### config.mk
export PLATFORM = sky130hd
export DESIGN_NAME = car_wave_scheduler
export DESIGN_NICKNAME = d
export VERILOG_FILES = /design/src/rtl/car_wave_scheduler.sv
export SDC_FILE = /design/constraint.sdc
export NUM_CORES = 1
export LEC_CHECK = 0
export CAP_MARGIN = 25
export CORE_MARGIN = 2
export CORE_UTILIZATION = 40
export DETAILED_ROUTE_END_ITERATION = 7
export PLACE_DENSITY = 0.67
export SETUP_SLACK_MARGIN = 0.05
export SYNTH_ARGS = -nofsm -noshare
export SYNTH_HDL_FRONTEND = slang
export SYNTH_SLANG_ARGS = --single-unit
### constraint.sdc
create_clock -name clk -period 3.3 [get_ports clk]
set_input_delay 0.66 -clock clk [delete_from_list [all_inputs] [get_ports clk]]
set_output_delay 0.66 -clock clk [all_outputs]
set_load 0.02 [all_outputs]
### src/rtl/car_wave_scheduler.sv
// Enemy-car wave scheduler: paces spawns per stage, tracks occupied car slots, counts escapes into lives / game over.
// Latency: first spawn appears interval+1 cycles after the FSM leaves IDLE; mask and lives update one edge after an event.
// Backpressure: when every slot is occupied, the spawn timer holds at its terminal count until a kill or escape frees a slot.
module car_wave_scheduler #(
  parameter int SLOTS       = 8,
  parameter int TIMER_W     = 26,
  parameter int S1_CARS     = 4,
  parameter int S2_CARS     = 6,
  parameter int S3_CARS     = 8,
  parameter int S1_INTERVAL = 25_000_000,
  parameter int S2_INTERVAL = 20_000_000,
  parameter int S3_INTERVAL = 15_000_000,
  parameter int LIVES       = 3
) (
  input  logic                     clk,
  input  logic                     reset,
  input  logic                     stage_1_in_progress,
  input  logic                     stage_2_in_progress,
  input  logic                     stage_3_in_progress,
  input  logic                     car_killed,
  input  logic [$clog2(SLOTS)-1:0] car_killed_id,
  input  logic                     car_escaped,
  input  logic [$clog2(SLOTS)-1:0] car_escaped_id,
  output logic                     spawn,
  output logic [$clog2(SLOTS)-1:0] spawn_id,
  output logic [SLOTS-1:0]         active_mask,
  output logic [3:0]               lives_left,
  output logic                     stage_1_car_done,
  output logic                     stage_2_car_done,
  output logic                     stage_3_car_done,
  output logic                     game_over
);

  localparam int ID_W = $clog2(SLOTS);

  localparam logic [2:0] ST_IDLE  = 3'd0;
  localparam logic [2:0] ST_LOAD  = 3'd1;
  localparam logic [2:0] ST_WAIT  = 3'd2;
  localparam logic [2:0] ST_SPAWN = 3'd3;
  localparam logic [2:0] ST_DRAIN = 3'd4;
  localparam logic [2:0] ST_DONE  = 3'd5;
  localparam logic [2:0] ST_OVER  = 3'd6;

  localparam logic [3:0] LIVES_V = 4'(LIVES);

  logic [2:0]         state_q, state_d;
  logic [1:0]         stage_q, stage_d;
  logic [TIMER_W-1:0] timer_q, timer_d;
  logic [TIMER_W-1:0] interval_q, interval_d;
  logic [3:0]         to_spawn_q, to_spawn_d;
  logic [3:0]         escapes_q, escapes_d;
  logic [3:0]         lives_left_q, lives_left_d;
  logic [SLOTS-1:0]   active_mask_q, active_mask_d;

  logic               free_any;
  logic [ID_W-1:0]    free_id;
  logic               esc_hit, kill_hit, esc_cnt;
  logic [SLOTS-1:0]   clr_vec, set_vec;
  logic               stage_live, in_wave, abort;

  // Lowest-index free slot; scanning downward lets the last hit win.
  always_comb begin
    free_any = 1'b0;
    free_id  = '0;
    for (int i = SLOTS - 1; i >= 0; i--) begin
      if (!active_mask_q[i]) begin
        free_any = 1'b1;
        free_id  = ID_W'(i);
      end
    end
  end

  // Kill/escape qualification: only occupied slots count, escape wins a same-slot tie.
  always_comb begin
    esc_hit  = car_escaped && active_mask_q[car_escaped_id];
    kill_hit = car_killed && active_mask_q[car_killed_id] &&
               !(car_escaped && (car_escaped_id == car_killed_id));
    // Escape counter saturates at LIVES so lives_left never wraps.
    esc_cnt  = esc_hit && (escapes_q != LIVES_V);
    clr_vec  = '0;
    if (esc_hit)  clr_vec[car_escaped_id] = 1'b1;
    if (kill_hit) clr_vec[car_killed_id]  = 1'b1;
  end

  // In-progress level of whichever stage was latched on leaving IDLE.
  always_comb begin
    case (stage_q)
      2'd1:    stage_live = stage_1_in_progress;
      2'd2:    stage_live = stage_2_in_progress;
      2'd3:    stage_live = stage_3_in_progress;
      default: stage_live = 1'b0;
    endcase
  end

  // Wave FSM with game-over and abort overrides for the active-wave states.
  always_comb begin
    state_d    = state_q;
    stage_d    = stage_q;
    timer_d    = timer_q;
    interval_d = interval_q;
    to_spawn_d = to_spawn_q;
    set_vec    = '0;
    abort      = 1'b0;
    in_wave    = (state_q == ST_LOAD) || (state_q == ST_WAIT) ||
                 (state_q == ST_SPAWN) || (state_q == ST_DRAIN);

    case (state_q)
      ST_IDLE: begin
        if (stage_1_in_progress) begin
          stage_d    = 2'd1;
          to_spawn_d = 4'(S1_CARS);
          interval_d = TIMER_W'(S1_INTERVAL);
          state_d    = ST_LOAD;
        end else if (stage_2_in_progress) begin
          stage_d    = 2'd2;
          to_spawn_d = 4'(S2_CARS);
          interval_d = TIMER_W'(S2_INTERVAL);
          state_d    = ST_LOAD;
        end else if (stage_3_in_progress) begin
          stage_d    = 2'd3;
          to_spawn_d = 4'(S3_CARS);
          interval_d = TIMER_W'(S3_INTERVAL);
          state_d    = ST_LOAD;
        end
      end
      ST_LOAD: begin
        timer_d = '0;
        state_d = ST_WAIT;
      end
      ST_WAIT: begin
        if (timer_q == interval_q - TIMER_W'(1)) begin
          // Terminal count: spawn if a slot is free, otherwise stall here.
          if (free_any) state_d = ST_SPAWN;
        end else begin
          timer_d = timer_q + TIMER_W'(1);
        end
      end
      ST_SPAWN: begin
        set_vec[free_id] = 1'b1;
        to_spawn_d       = to_spawn_q - 4'd1;
        timer_d          = '0;
        state_d          = (to_spawn_q == 4'd1) ? ST_DRAIN : ST_WAIT;
      end
      ST_DRAIN: begin
        if (active_mask_q == '0) state_d = ST_DONE;
      end
      ST_DONE: begin
        if (!stage_live) state_d = ST_IDLE;
      end
      ST_OVER: begin
        state_d = ST_OVER;
      end
      default: begin
        state_d = ST_IDLE;
      end
    endcase

    if (in_wave) begin
      if (escapes_q == LIVES_V) begin
        state_d = ST_OVER;
      end else if (!stage_live) begin
        state_d    = ST_IDLE;
        to_spawn_d = '0;
        abort      = 1'b1;
      end
    end
  end

  // Slot occupancy and life counters.
  always_comb begin
    active_mask_d = abort ? '0 : ((active_mask_q & ~clr_vec) | set_vec);
    escapes_d     = escapes_q + 4'(esc_cnt);
    lives_left_d  = lives_left_q - 4'(esc_cnt);
  end

  // State register with synchronous reset.
  always_ff @(posedge clk) begin
    if (reset) begin
      state_q       <= ST_IDLE;
      stage_q       <= 2'd0;
      timer_q       <= '0;
      interval_q    <= '0;
      to_spawn_q    <= '0;
      escapes_q     <= '0;
      lives_left_q  <= LIVES_V;
      active_mask_q <= '0;
    end else begin
      state_q       <= state_d;
      stage_q       <= stage_d;
      timer_q       <= timer_d;
      interval_q    <= interval_d;
      to_spawn_q    <= to_spawn_d;
      escapes_q     <= escapes_d;
      lives_left_q  <= lives_left_d;
      active_mask_q <= active_mask_d;
    end
  end

  assign spawn            = (state_q == ST_SPAWN);
  assign spawn_id         = spawn ? free_id : '0;
  assign active_mask      = active_mask_q;
  assign lives_left       = lives_left_q;
  assign stage_1_car_done = (state_q == ST_DONE) && (stage_q == 2'd1);
  assign stage_2_car_done = (state_q == ST_DONE) && (stage_q == 2'd2);
  assign stage_3_car_done = (state_q == ST_DONE) && (stage_q == 2'd3);
  assign game_over        = (state_q == ST_OVER);

endmodule

=== Word level (Yosys, flattened, before mapping) ===
Index checks and enable logic that the tools add are counted.
Widths: inputs -> output; s select.

* Reductions and logical operators: 23
* Bitwise operators: 4
* Order comparisons: 6
* Eq/ne operators: 15
* Add/sub/neg operators: 5
* Muxes and demuxes: 61

{| class="wikitable"
|+ Operators with widths
! kind !! number
|-
| $mux 26 || 4
|-
| $mux 3 || 20
|-
| $pmux 26 s2 || 1
|-
| $add 26x1->26 const B || 1
|-
| $eq 26x26->1 || 1
|-
| $sub 26x1->26 const B || 1
|-
| $mux 4 || 6
|-
| $mux 8 || 3
|-
| $pmux 3 s7 || 1
|-
| $mux 1 || 16
|-
| $or 8x8->8 || 2
|-
| $lt 3x4->1 const B || 3
|-
| $logic_and 1x1->1 || 11
|-
| $demux 1 s3 || 3
|-
| $eq 3x3->1 const B || 3
|-
| $ge 3x1->1 const B || 3
|-
| $and 8x8->8 || 1
|-
| $logic_not 8->1 || 1
|-
| $not 8->8 || 1
|-
| $pmux 4 s2 || 1
|-
| $bmux 1 s3 || 2
|-
| $eq 3x2->1 const B || 2
|-
| $mux 2 || 3
|-
| $add 4x1->4 || 1
|-
| 18 further kinds || 23
|}

* Output and inout port bits: 20
* Bits of input ports: 13
* Logic and storage cells: 122
* Register bits after elaboration: 77

=== Logic depth before layout (Yosys ltp) ===
Gate-level depths: netlist of the first run.

* Depth in word-level cells: 14
* Depth in mapped cells: 14
* Depth with buffers taken out: 10

=== Worst setup path before layout of the first run ===
OpenSTA, ideal clock, no wires.

* Kind: register to register
* Start point: register stage_q[0]
* End point: register state_q[0]
* Library setup time: 0.079 ns
* Cell stages (with the launch flop): 15
* Period minus slack after synthesis: 3.574 ns
* Data required time: 3.221 ns
* Path slack: -0.274 ns
* Data arrival time: 3.494 ns
* Path buffers: 4
* Cell sequence: dfxtp_1 buf_1 clkinv_1 ha_1 ha_1 xor2_1 nand3_1 or4_1 or4_1 buf_2 nor3_4 buf_6 buf_8 nand2_2 a211oi_2

* Word-level cells in the longest chain between the ends: 7
* Elaborated cells on any way between the ends: 9
* Those cells by class: eq/ne (3); mux (6)

{| class="wikitable"
|+ Ends and longest elaborated chain
! item !! line !! source
|-
| start: declaration || 47 || <nowiki>logic [1:0] stage_q, stage_d;</nowiki>
|-
| start signal: assignment || 189 || <nowiki>stage_q <= stage_d;</nowiki>
|-
| $eq 2x2->1 or $eq 2x1->1 (tied branches) || 87 || <nowiki>case (stage_q)</nowiki>
|-
| $pmux 1 s3 (*) || 87 ||
|-
| $mux 3 || 148 || <nowiki>if (!stage_live) state_d = ST_IDLE;</nowiki>
|-
| $pmux 3 s7 || 107 || <nowiki>case (state_q)</nowiki>
|-
| $mux 3 || 161 || <nowiki>end else if (!stage_live) begin</nowiki>
|-
| $mux 3 || 159 || <nowiki>if (escapes_q == LIVES_V) begin</nowiki>
|-
| $mux 3 (*) || 158 || <nowiki>if (in_wave) begin</nowiki>
|-
| end signal: assignment || 188 || <nowiki>state_q <= state_d;</nowiki>
|-
| end: declaration || 46 || <nowiki>logic [2:0] state_q, state_d;</nowiki>
|}

Every way passes the cells marked *; elsewhere a longest branch is shown, timed or not.
A chain may end at the register's enable or synchronous reset.

=== Worst setup path after layout of the first run ===
* Start point: register interval_q[23]
* End point: register timer_q[23]

* Word-level cells in the longest chain between the ends: 4

{| class="wikitable"
|+ Ends and longest elaborated chain
! item !! line !! source
|-
| start: declaration || 49 || <nowiki>logic [TIMER_W-1:0] interval_q, interval_d;</nowiki>
|-
| start signal: assignment || 191 || <nowiki>interval_q <= interval_d;</nowiki>
|-
| $sub 26x1->26 || 131 || <nowiki>if (timer_q == interval_q - TIMER_W'(1)) begin</nowiki>
|-
| $eq 26x26->1 || 131 ||
|-
| $ne 2x2->1 (no source line) || - ||
|-
| $reduce_and 2->1 (no source line) || - ||
|-
| end signal: assignment || 190 || <nowiki>timer_q <= timer_d;</nowiki>
|-
| end: declaration || 48 || <nowiki>logic [TIMER_W-1:0] timer_q, timer_d;</nowiki>
|}

No other way between the ends.

==> summary.txt, run 1 <==
Critical path
  • Worst r2r src: interval_q[23]
  • WS Path Type: flip-flop to flip-flop
  • Reg2reg path depth: 11
  • Worst setup SP type: flip-flop
  • Reg2reg end: timer_q[23]
  • CP Max Fanout: 12
  • Crit. End Element: flip-flop
  • CP required: roughly 3.6 ns
  • Reg-to-reg slack, setup: 0.23 ns
  • Worst Path Arrival: between 3 and 4 ns

Global route
  • Tot GR Track Use: around a fifth
  • Number of global-route vias before repair: 3661
  • First-pass GRT wire length: between 15000 and 20000 um
  • Initial antenna violation count: 0
  • Largest net degree at the start of global routing: 29
  • Total congestion overflow: 0

STA
  • Post-layout min period: 3.07 ns
  • Setup violators final: 0
  • Fin Setup TNS: 0 ns
  • F_max: about 330 MHz
  • Tightest Pin Transition: about 0.86 ns
  • Unrepaired setup endpoints after global routing: no
  • Slew margin rel.: 42.2%
  • Period utilisation layout: 93.2%
  • Final Max Tran Viols: 0
  • Clock Skews: about 0.014 ns
  • Hold_ws: 0.502 ns
  • Final hold violation count: 0

Placed design
  • # placed instances: 660
  • Routability congestion estimate: 0.901
  • Post-DP HPWL: 7460 um
  • PortBufs: 32

Clock network
  • H-tree depth: 2
  • CTS tree: built
  • CTS buffer count: 5
  • Root Driver: clkbuf_8
  • Clock tree buffer depth: 2
  • Hold-fix buffers, CTS: 0
  • Worst skew pair latency: roughly 0.31 ns
  • Worst-path clk slew: around 0.11 ns
  • Post-cts gate resize count: 0
  • # Post-CTS Setup Buffers: 0
  • Clock sinks: 56

Power and ir drop
  • Pwr dens: 351 mW/mm^2
  • Max VDD drop: around 240 uV
  • Clock power frac: around 28%
  • Seq pwr share: 45.8%
  • Net Sw Frac: between 30% and 40%
  • Comb pwr share: 25.7%
  • NetSw: 495 uW
  • Cell internal pwr: approximately 1.1 mW
  • Pleak: 1.65 nW
  • Design Power: roughly 1.6 mW

Worst hold path
  • Hold Path End: timer_q[4]
  • Hold wc startpoint: timer_q[4]
  • Worst Hold Depth: 2
  • Worst hold-check path type: flip-flop to flip-flop

Finish
  • Layout fillers: between 900 and 1000
  • Fin cells: 668
  • Final Util: 46.7%
  • # diodes: 0
  • P&R area growth vs syn: 14.0%
  • Nets: around 560
  • Fraction of layout cells with a size suffix above 1: around a tenth

Floorplanning
  • Initial core utilization: 40.9%
  • Core area: between 0.009 and 0.01 mm^2
  • Chip height: around 100 um
  • Row count: 36
  • Die area: ~0.011 mm^2
  • Chip Width: roughly 100 um
  • I/O pin total: 33

Synthesis
  • Ys Warns: 0
  • Register area share after synthesis: around 28%
  • Synth area leaders: dfxtp_1 (28%), nand2_1 (5.3%), nor2_1 (4.4%)
  • Cell Area, Synth: roughly 0.0040 mm^2
  • Synth cell count leaders: dfxtp_1 (56), nand2_1 (56), nor2_1 (46)
  • Synth area leader: dfxtp_1
  • Post-synth cell types: about 70
  • FF+latch count, synth: 56
  • Ys flop type: dfxtp_1
  • Syn Area/Cell: between 7 and 8 um^2
  • Post-synth EDFFs: 0
  • Synthesized net count: between 500 and 600
  • Synth async-reset ratio: 0%
  • Synth Instances: just over 500
  • Synth top area share: between 20% and 30%

Status
  • Status: complete, no violations

Route
  • Vias: roughly 3900
  • Antenna Violating Nets Remaining: 0
  • Residual DRC: 0
  • DR vias/cell: 5.84
  • Routed WL per cell: approximately 15 um
  • Final wirelength: 10300 um
  • DR iter-0 viols: about 230
  • DR pass1 iterations: 4

Job
  • Max Cap Violations: 0
## placed cells by master, fill, tap and decap left out, types with 6 or more instances in the layout
cell	n
or2_2	6
o21ai_0	28
nor2_1	46
nand3_1	19
xnor2_1	17
nor2b_1	6
and3_1	9
clkdlybuf4s50_1	32
nand2_1	56
nor4_1	9
o31ai_1	7
dfxtp_1	54
o221ai_1	7
mux2i_1	13
xor2_1	11
ha_1	10
nand4_1	8
nor3_1	13
a21oi_1	31
inv_1	14
and4_1	7
buf_4	13
nand2b_1	12
or3_1	19
## worst max-delay path, stage by stage, from the launching register on
cell     delay (ns)
dfxtp_2        0.36
inv_1          0.09
ha_1           0.17
ha_1           0.19
or4b_2         0.61
a21oi_2        0.18
xor2_1         0.20
mux2_4         0.24
nor3_4         0.06
buf_4          0.17
or4_2          0.60
a21oi_1        0.15
## flip-flops by register name, indices dropped and copies added (netlist names)
register / count
to_spawn_q: 4
active_mask: 8
state_q: 3
escapes_q: 4
interval_q: 6
timer_q: 26
stage_q: 1
lives_left: 4
## routing by layer
layer / part of all wire, % / global-route usage (%) / vias to the layer above
li1: - / - / 1927
met3: 5.7 / 2.71 / 6
met5: 0 / 0 / -
met2: 46 / 30.2 / 139
met4: 0.72 / 4.83 / 0
met1: 48 / 26.9 / 1830
## cells by family (layout without fill, tap and decap cells)
group           count (synthesis)  count (layout)  share of synthesized area, %
compound gates                116             116                          19.1
xor+xnor                       28              28                          6.19
fa+ha+maj                      10              10                          3.16
buf+inv                        47              68                          5.15
flops                          56              56                          28.3
mux                            19              19                          5.84
simple gates                  238             238                          32.2
## power by group through the flow
stage	registers, mW	clock network (mW)	logic (mW)
2_1_floorplan	0.719	0	0.313
3_3_place_gp	0.739	0	0.389
3_5_place_dp	0.740	0	0.396
4_1_cts	0.724	0.463	0.399
5_1_grt	0.730	0.487	0.450
6_report	0.725	0.452	0.408
## worst max-delay path by stage
| stage | startpoint | to | slack, ns | depth (start not counted) |
|---|---|---|---|---|
| global placement | interval_q[23] | timer_q[23] | 0.24 | 11 |
| detailed placement | interval_q[23] | timer_q[23] | 0.18 | 11 |
| global route | interval_q[23] | timer_q[23] | 0.06 | 11 |
| floorplan | stage_q[0] | state_q[0] | 0.06 | 14 |
| CTS | interval_q[23] | timer_q[23] | 0.16 | 11 |
| finish | interval_q[23] | timer_q[23] | 0.23 | 11 |
## per-stage QoR
step                instance area (um^2)  setup slack, ns
global route                        4520           0.0635
finish                              4520            0.226
detailed placement                  4400            0.184
floorplan                           3970           0.0570
CTS                                 4510            0.165
global placement                    4400            0.240
## area by class of cell
type	instances	area, um^2	share of cell area, %
clock buffers	6	72.6	1.61
well taps	133	166	3.68
flip-flops and latches	56	1120	24.9
inverters	15	57.6	1.27
repair buffers	45	418	9.25
multi-input cells	411	2650	58.5
clock inverters	2	35.0	0.775
No activity file was read; power rests on OpenSTA's default activity.
==> inputs of run 2 (changes only) <==
MAX_ROUTING_LAYER = met4   (was not set)
==> run 2 against run 1 <==
First-iteration DRC count up 13%. Combinational power is 4.9% higher. Maximum frequency decreased by 2.1%. Count of clock-buffer cells in the layout is the same. Power up 4.3%. Clock power is 11% higher. Worst hold slack got worse by 0.0033 ns. Setup slack got worse by 0.065 ns. Final cell count grew 1.0%. Core utilization is 0.97 points higher. Clock skew fell by 0.00076 ns. Wire length increased by 4.3%. Critical endpoint unchanged. Largest cell class unchanged. Highest routed layer unchanged.
==> summary.txt, run 2 (same netlist as run 1, synthesis figures left out) <==
Status
  • Status: complete, no violations

Power and ir drop
  • NetSw: around 520 uW
  • Clock power frac: a little under a third
  • Pwr dens: 358 mW/mm^2
  • Comb pwr share: 25.9%
  • Net Sw Frac: between 30% and 40%
  • Pleak: 1.69 nW
  • Max VDD drop: between 150 and 200 uV
  • Cell internal pwr: between 1 and 1.5 mW
  • Seq pwr share: 43.8%

Finish
  • P&R area growth vs syn: 16.4%
  • Nets: 564
  • Biggest register: timer_q
  • Fraction of layout cells with a size suffix above 1: a little under an eighth
  • Max reg flops: 26
  • # diodes: 0
  • Most frequent cells in the layout: nand2_1 (56), dfxtp_1 (54), nor2_1 (46), clkdlybuf4s50_1 (32), a21oi_1 (30)
  • Layout fillers: roughly 990
  • Final Util: a little under half
  • Most common cell after layout, fill and taps aside: nand2_1

STA
  • Period utilisation layout: between 90% and 100%
  • Slew margin rel.: 44.5%
  • F_max: between 300 and 400 MHz
  • Unrepaired setup endpoints after global routing: yes
  • Setup violators final: 0
  • Post-layout min period: 3.14 ns
  • Fin Setup TNS: 0 ns
  • Final hold violation count: 0
  • Final WS setup: around 0.16 ns
  • Clock Skews: about 0.013 ns
  • Tightest Pin Transition: 0.826 ns
  • Final Max Tran Viols: 0

Critical path
  • WS Path Type: flip-flop to flip-flop
  • CP Max Fanout: 8
  • Reg-to-reg slack, setup: ~0.16 ns
  • Worst setup SP type: flip-flop
  • Worst Path Arrival: 3.41 ns
  • Crit. End Element: flip-flop
  • CP required: 3.57 ns

Route
  • Routed WL per cell: 15.9 um
  • Residual DRC: 0
  • DR pass1 iterations: 5
  • DR iter-0 viols: 260
  • DR vias/cell: 5.85
  • Vias: about 4000
  • Final wirelength: between 10000 and 15000 um
  • Antenna Violating Nets Remaining: 0

Clock network
  • Root Driver: clkbuf_8
  • Worst-path clk slew: 0.12 ns
  • Clock tree buffer depth: 2
  • Clock sinks: 56
  • CTS tree: built
  • Worst skew pair latency: around 0.33 ns
  • H-tree depth: 2
  • Hold-fix buffers, CTS: 0
  • CTS buffer count: 5

Global route
  • Tot GR Track Use: roughly a fifth
  • First-pass GRT wire length: 17800 um
  • Number of global-route vias before repair: roughly 3700
  • Largest net degree at the start of global routing: 29
  • Initial antenna violation count: 0
  • Total congestion overflow: 0

Floorplanning
  • Core area: approximately 0.0097 mm^2
  • Initial core utilization: 40.9%
  • Die area: 0.0107 mm^2
  • I/O pin total: 33
  • Chip height: slightly above 100 um
  • Row count: 36
  • Chip Width: a little over 100 um

Placed design
  • Pre-CTS setup slack: about 0.14 ns
  • Routability congestion estimate: slightly above 0.9
  • Post-DP HPWL: 7650 um
  • PortBufs: 32

Job
  • Max Cap Violations: 0

Worst hold path
  • Worst hold-check path type: flip-flop to flip-flop
[run 2: cell types whose count changed in the layout (fill, tap and decap cells not counted), moves of 2 or more]
cell   delta
ha_2      +2
buf_6     +3
buf_4     +3
ha_1      -2
[run 2: power by group through the flow]
| stage | logic (mW) | registers (mW) | clock network, mW |
|---|---|---|---|
| after detailed placement | 0.403 | 0.738 | 0 |
| after global placement | 0.395 | 0.737 | 0 |
| after CTS | 0.404 | 0.723 | 0.509 |
| after floorplan | 0.313 | 0.719 | 0 |
| after global routing | 0.473 | 0.729 | 0.529 |
| final | 0.428 | 0.724 | 0.501 |
[run 2: path summary, 6_finish.rpt]
check	start	cells past startpoint	endpoint
worst max-delay path	interval_q[23]	12	timer_q[23]
worst max register to register	interval_q[23]	12	timer_q[23]
worst min register to register	timer_q[4]	2	timer_q[4]
worst min-delay path	timer_q[4]	2	timer_q[4]
[run 2: cell type report]
class / count / area (um^2) / share of cell area [%]
Clock buffer: 6 / 82.6 / 1.79
Inverter: 15 / 57.6 / 1.25
Tap cell: 133 / 166 / 3.61
Clock inverter: 2 / 38.8 / 0.841
Timing Repair Buffer: 52 / 479 / 10.4
Sequential cell: 56 / 1130 / 24.4
Multi-Input combinational cell: 411 / 2660 / 57.7
[run 2: critical path: stages (launching register included)]
cell	delay, ns
dfxtp_4	0.38
inv_2	0.07
ha_2	0.17
ha_2	0.19
or4b_2	0.60
a21oi_2	0.16
xor2_1	0.19
mux2_4	0.21
nor3_4	0.04
buf_4	0.17
buf_6	0.14
or4_2	0.62
a21oi_2	0.14
[run 2: per-stage QoR]
step | hold slack, ns | instances | area, um^2 | total power, mW
3_5_place_dp | 0.483 | 662 | 4420 | 1.14
4_1_cts | 0.497 | 670 | 4540 | 1.64
3_3_place_gp | 0.471 | 662 | 4420 | 1.13
5_1_grt | 0.541 | 675 | 4610 | 1.73
2_1_floorplan | 0.457 | 514 | 3970 | 1.03
6_report | 0.498 | 675 | 4610 | 1.65
[run 2: timing repair]
action | CTS | global route
buffers inserted | 0 | 3
gates resized for setup | 0 | 18
endpoints found under the setup margin | 0 | 25
[run 2: metal layers]
| layer | global-route usage, % | up-vias | part of all wire [%] |
|---|---|---|---|
| met5 | - | - | 0 |
| met4 | 5.02 | 0 | 1.4 |
| met3 | 3.08 | 15 | 5.2 |
| met2 | 31.6 | 126 | 48 |
| met1 | 27.3 | 1869 | 46 |
| li1 | - | 1942 | - |
==> inputs of run 3 (changes only) <==
CORE_MARGIN = 3   (was 2)
==> run 3 against run 2 <==
Final cell count is 1.2% lower. Non-clock buffer count decreased by 4. Via count is 2.2% lower. Clock power increased by 10%. Sequential share of layout area is 0.17 points higher. Combinational power down 3%. Design area down 1.0%. Sequential power about the same. Setup slack better by 0.081 ns. Core utilization increased by 0.86 points. Clock skew up 0.0027 ns. Worst hold slack gained 0.0053 ns. Critical endpoint unchanged. Highest routed layer unchanged.
==> summary.txt, run 3 (same netlist as run 1, synthesis figures left out) <==
Floorplanning
  • Chip height: 106 um
  • Core area: between 0.009 and 0.01 mm^2
  • Die area: around 0.011 mm^2
  • Row count: 35
  • Chip Width: approximately 110 um
  • Initial core utilization: 42.1%
  • I/O pin total: 33

Placed design
  • # placed instances: roughly 660
  • PortBufs: 32
  • Post-DP HPWL: around 7400 um
  • Routability congestion estimate: ~0.9

Power and ir drop
  • Pleak: between 1.5 and 2 nW
  • Design Power: ~1.7 mW
  • Pwr dens: 370 mW/mm^2
  • Clock power frac: between 30 and 40%
  • Net Sw Frac: 30.2%
  • Comb pwr share: between 20% and 30%
  • Seq pwr share: between 40% and 50%
  • Cell internal pwr: between 1 and 1.5 mW
  • Max VDD drop: 199 uV
  • NetSw: 511 uW

Clock network
  • Clock tree buffer depth: 2
  • H-tree depth: 2
  • Hold-fix buffers, CTS: 0
  • Worst-path clk slew: between 0.1 and 0.15 ns
  • Worst skew pair latency: around 0.32 ns
  • CTS tree: built
  • Clock sinks: 56
  • CTS buffer count: 5
  • Root Driver: clkbuf_8

Global route
  • First-pass GRT wire length: around 18000 um
  • Total congestion overflow: 0
  • Largest net degree at the start of global routing: 29
  • Number of global-route vias before repair: 3712
  • Initial antenna violation count: 0
  • Tot GR Track Use: 19.3%

Finish
  • Fraction of layout cells with a size suffix above 1: 10.0%
  • Most frequent cells in the layout: nand2_1 (56), dfxtp_1 (55), nor2_1 (46), clkdlybuf4s50_1 (32), a21oi_1 (31)
  • Biggest register: timer_q
  • P&R area growth vs syn: 15.2%
  • Nets: between 500 and 600
  • Fin cells: between 600 and 700
  • Most common cell after layout, fill and taps aside: nand2_1
  • Layout fillers: 918
  • # diodes: 0
  • Reg area: 0.00112 mm^2
  • Max reg flops: 26
  • Multi-input gate area: between 0.002 and 0.003 mm^2

Route
  • DR vias/cell: slightly below 6
  • DR WL met3: approximately 530 um
  • DR iter-0 viols: between 150 and 200
  • Residual DRC: 0
  • Highest metal used: met4
  • Final wirelength: just over 10000 um
  • Wire length on met2: about 4800 um
  • Routed WL per cell: approximately 15 um
  • DR pass1 iterations: 5
  • Wire length on met1: 4830 um
  • Vias: 3867
  • Antenna Violating Nets Remaining: 0

Job
  • Max Cap Violations: 0

STA
  • Setup violators final: 0
  • F_max: ~330 MHz
  • Slew margin rel.: 50.2%
  • Post-layout min period: between 3 and 4 ns
  • Final Max Tran Viols: 0
  • Period utilisation layout: between 90% and 100%
  • Final hold violation count: 0
  • Tightest Pin Transition: about 0.74 ns
  • Fin Setup TNS: 0 ns
  • Clock Skews: around 0.016 ns
  • Unrepaired setup endpoints after global routing: no

Critical path
  • Reg2reg end: timer_q[23]
  • CP required: between 3 and 4 ns
  • Crit-path slowest cell: or4b_2
  • Reg-to-reg slack, setup: 0.24 ns
  • Worst setup SP type: flip-flop
  • Reg2reg path depth: 11
  • Crit-path cells: inv_1 > ha_1 > ha_1 > or4b_2 > a21oi_2 > xor2_1 > mux2_4 > nor3_4 > buf_4 > or4_2 > a21oi_1
  • Crit. End Element: flip-flop
  • Worst Path Buf+Inv: 2
  • Worst r2r src: interval_q[23]
  • Top Family by Delay on Critical Path: simple AND/OR/NAND/NOR gates
  • Critical path launch point: interval_q[23]
  • WS Path Type: flip-flop to flip-flop
  • Crit path top cell by count: ha_1
  • Crit-path max cell delay: a little over 0.6 ns
  • Worst Path Arrival: between 3 and 4 ns
  • CP Max Fanout: 16

Worst hold path
  • Hold Path End: timer_q[4]
  • Hold wc startpoint: timer_q[4]
  • Worst hold-check path type: flip-flop to flip-flop
  • Worst Hold Depth: 2

Status
  • Status: complete, no violations
[run 3: worst max-delay path by stage]
stage | to | depth (start not counted)
finish | timer_q[23] | 11
detailed placement | timer_q[23] | 11
floorplan | state_q[0] | 14
global placement | timer_q[23] | 11
global route | spawn_id[2] | 6
CTS | timer_q[23] | 11
[run 3: cell type report]
| class | count | area share (%) |
|---|---|---|
| clock buffers | 5 | 1.51 |
| clock inverters | 3 | 1.51 |
| inverters | 15 | 1.26 |
| multi-input cells | 411 | 57.9 |
| flip-flops and latches | 56 | 24.6 |
| well taps | 129 | 3.54 |
| repair buffers | 48 | 9.65 |
[run 3: power by group through the flow]
stage	combinational, mW	sequential (mW)	clock [mW]
finish	0.414	0.723	0.551
global placement	0.394	0.737	0
global route	0.462	0.728	0.582
floorplan	0.313	0.719	0
detailed placement	0.397	0.738	0
CTS	0.401	0.722	0.561
[run 3: metrics by stage]
| stage | worst slack (ns) | hold WS, ns | util (%) | area, um^2 |
|---|---|---|---|---|
| 2_1_floorplan | 0.0570 | 0.457 | - | 3970 |
| 3_3_place_gp | 0.200 | 0.475 | 46.8 | 4410 |
| 3_5_place_dp | 0.134 | 0.488 | 46.8 | 4410 |
| 4_1_cts | 0.137 | 0.507 | 48.3 | 4550 |
| 5_1_grt | 0.0796 | 0.541 | 48.5 | 4560 |
| 6_report | 0.242 | 0.504 | 48.5 | 4560 |
[run 3: repair_timing]
action	CTS	global route
endpoints found under the setup margin	0	14
gates resized for setup	0	5
setup buffers	0	1
[run 3: per-layer routing]
layer / vias to the layer above / track usage (%)
li1: 1931 / -
met3: 10 / 2.69
met4: 0 / 4.63
met1: 1808 / 26.0
met2: 118 / 30.9
met5: - / -
[run 3: tightest hold or removal path, delay by kind of cell (launching register included)]
family / cells / cell delay [ns]
flip-flops: 1 / 0.34
AO/OA/AOI/OAI: 2 / 0.13
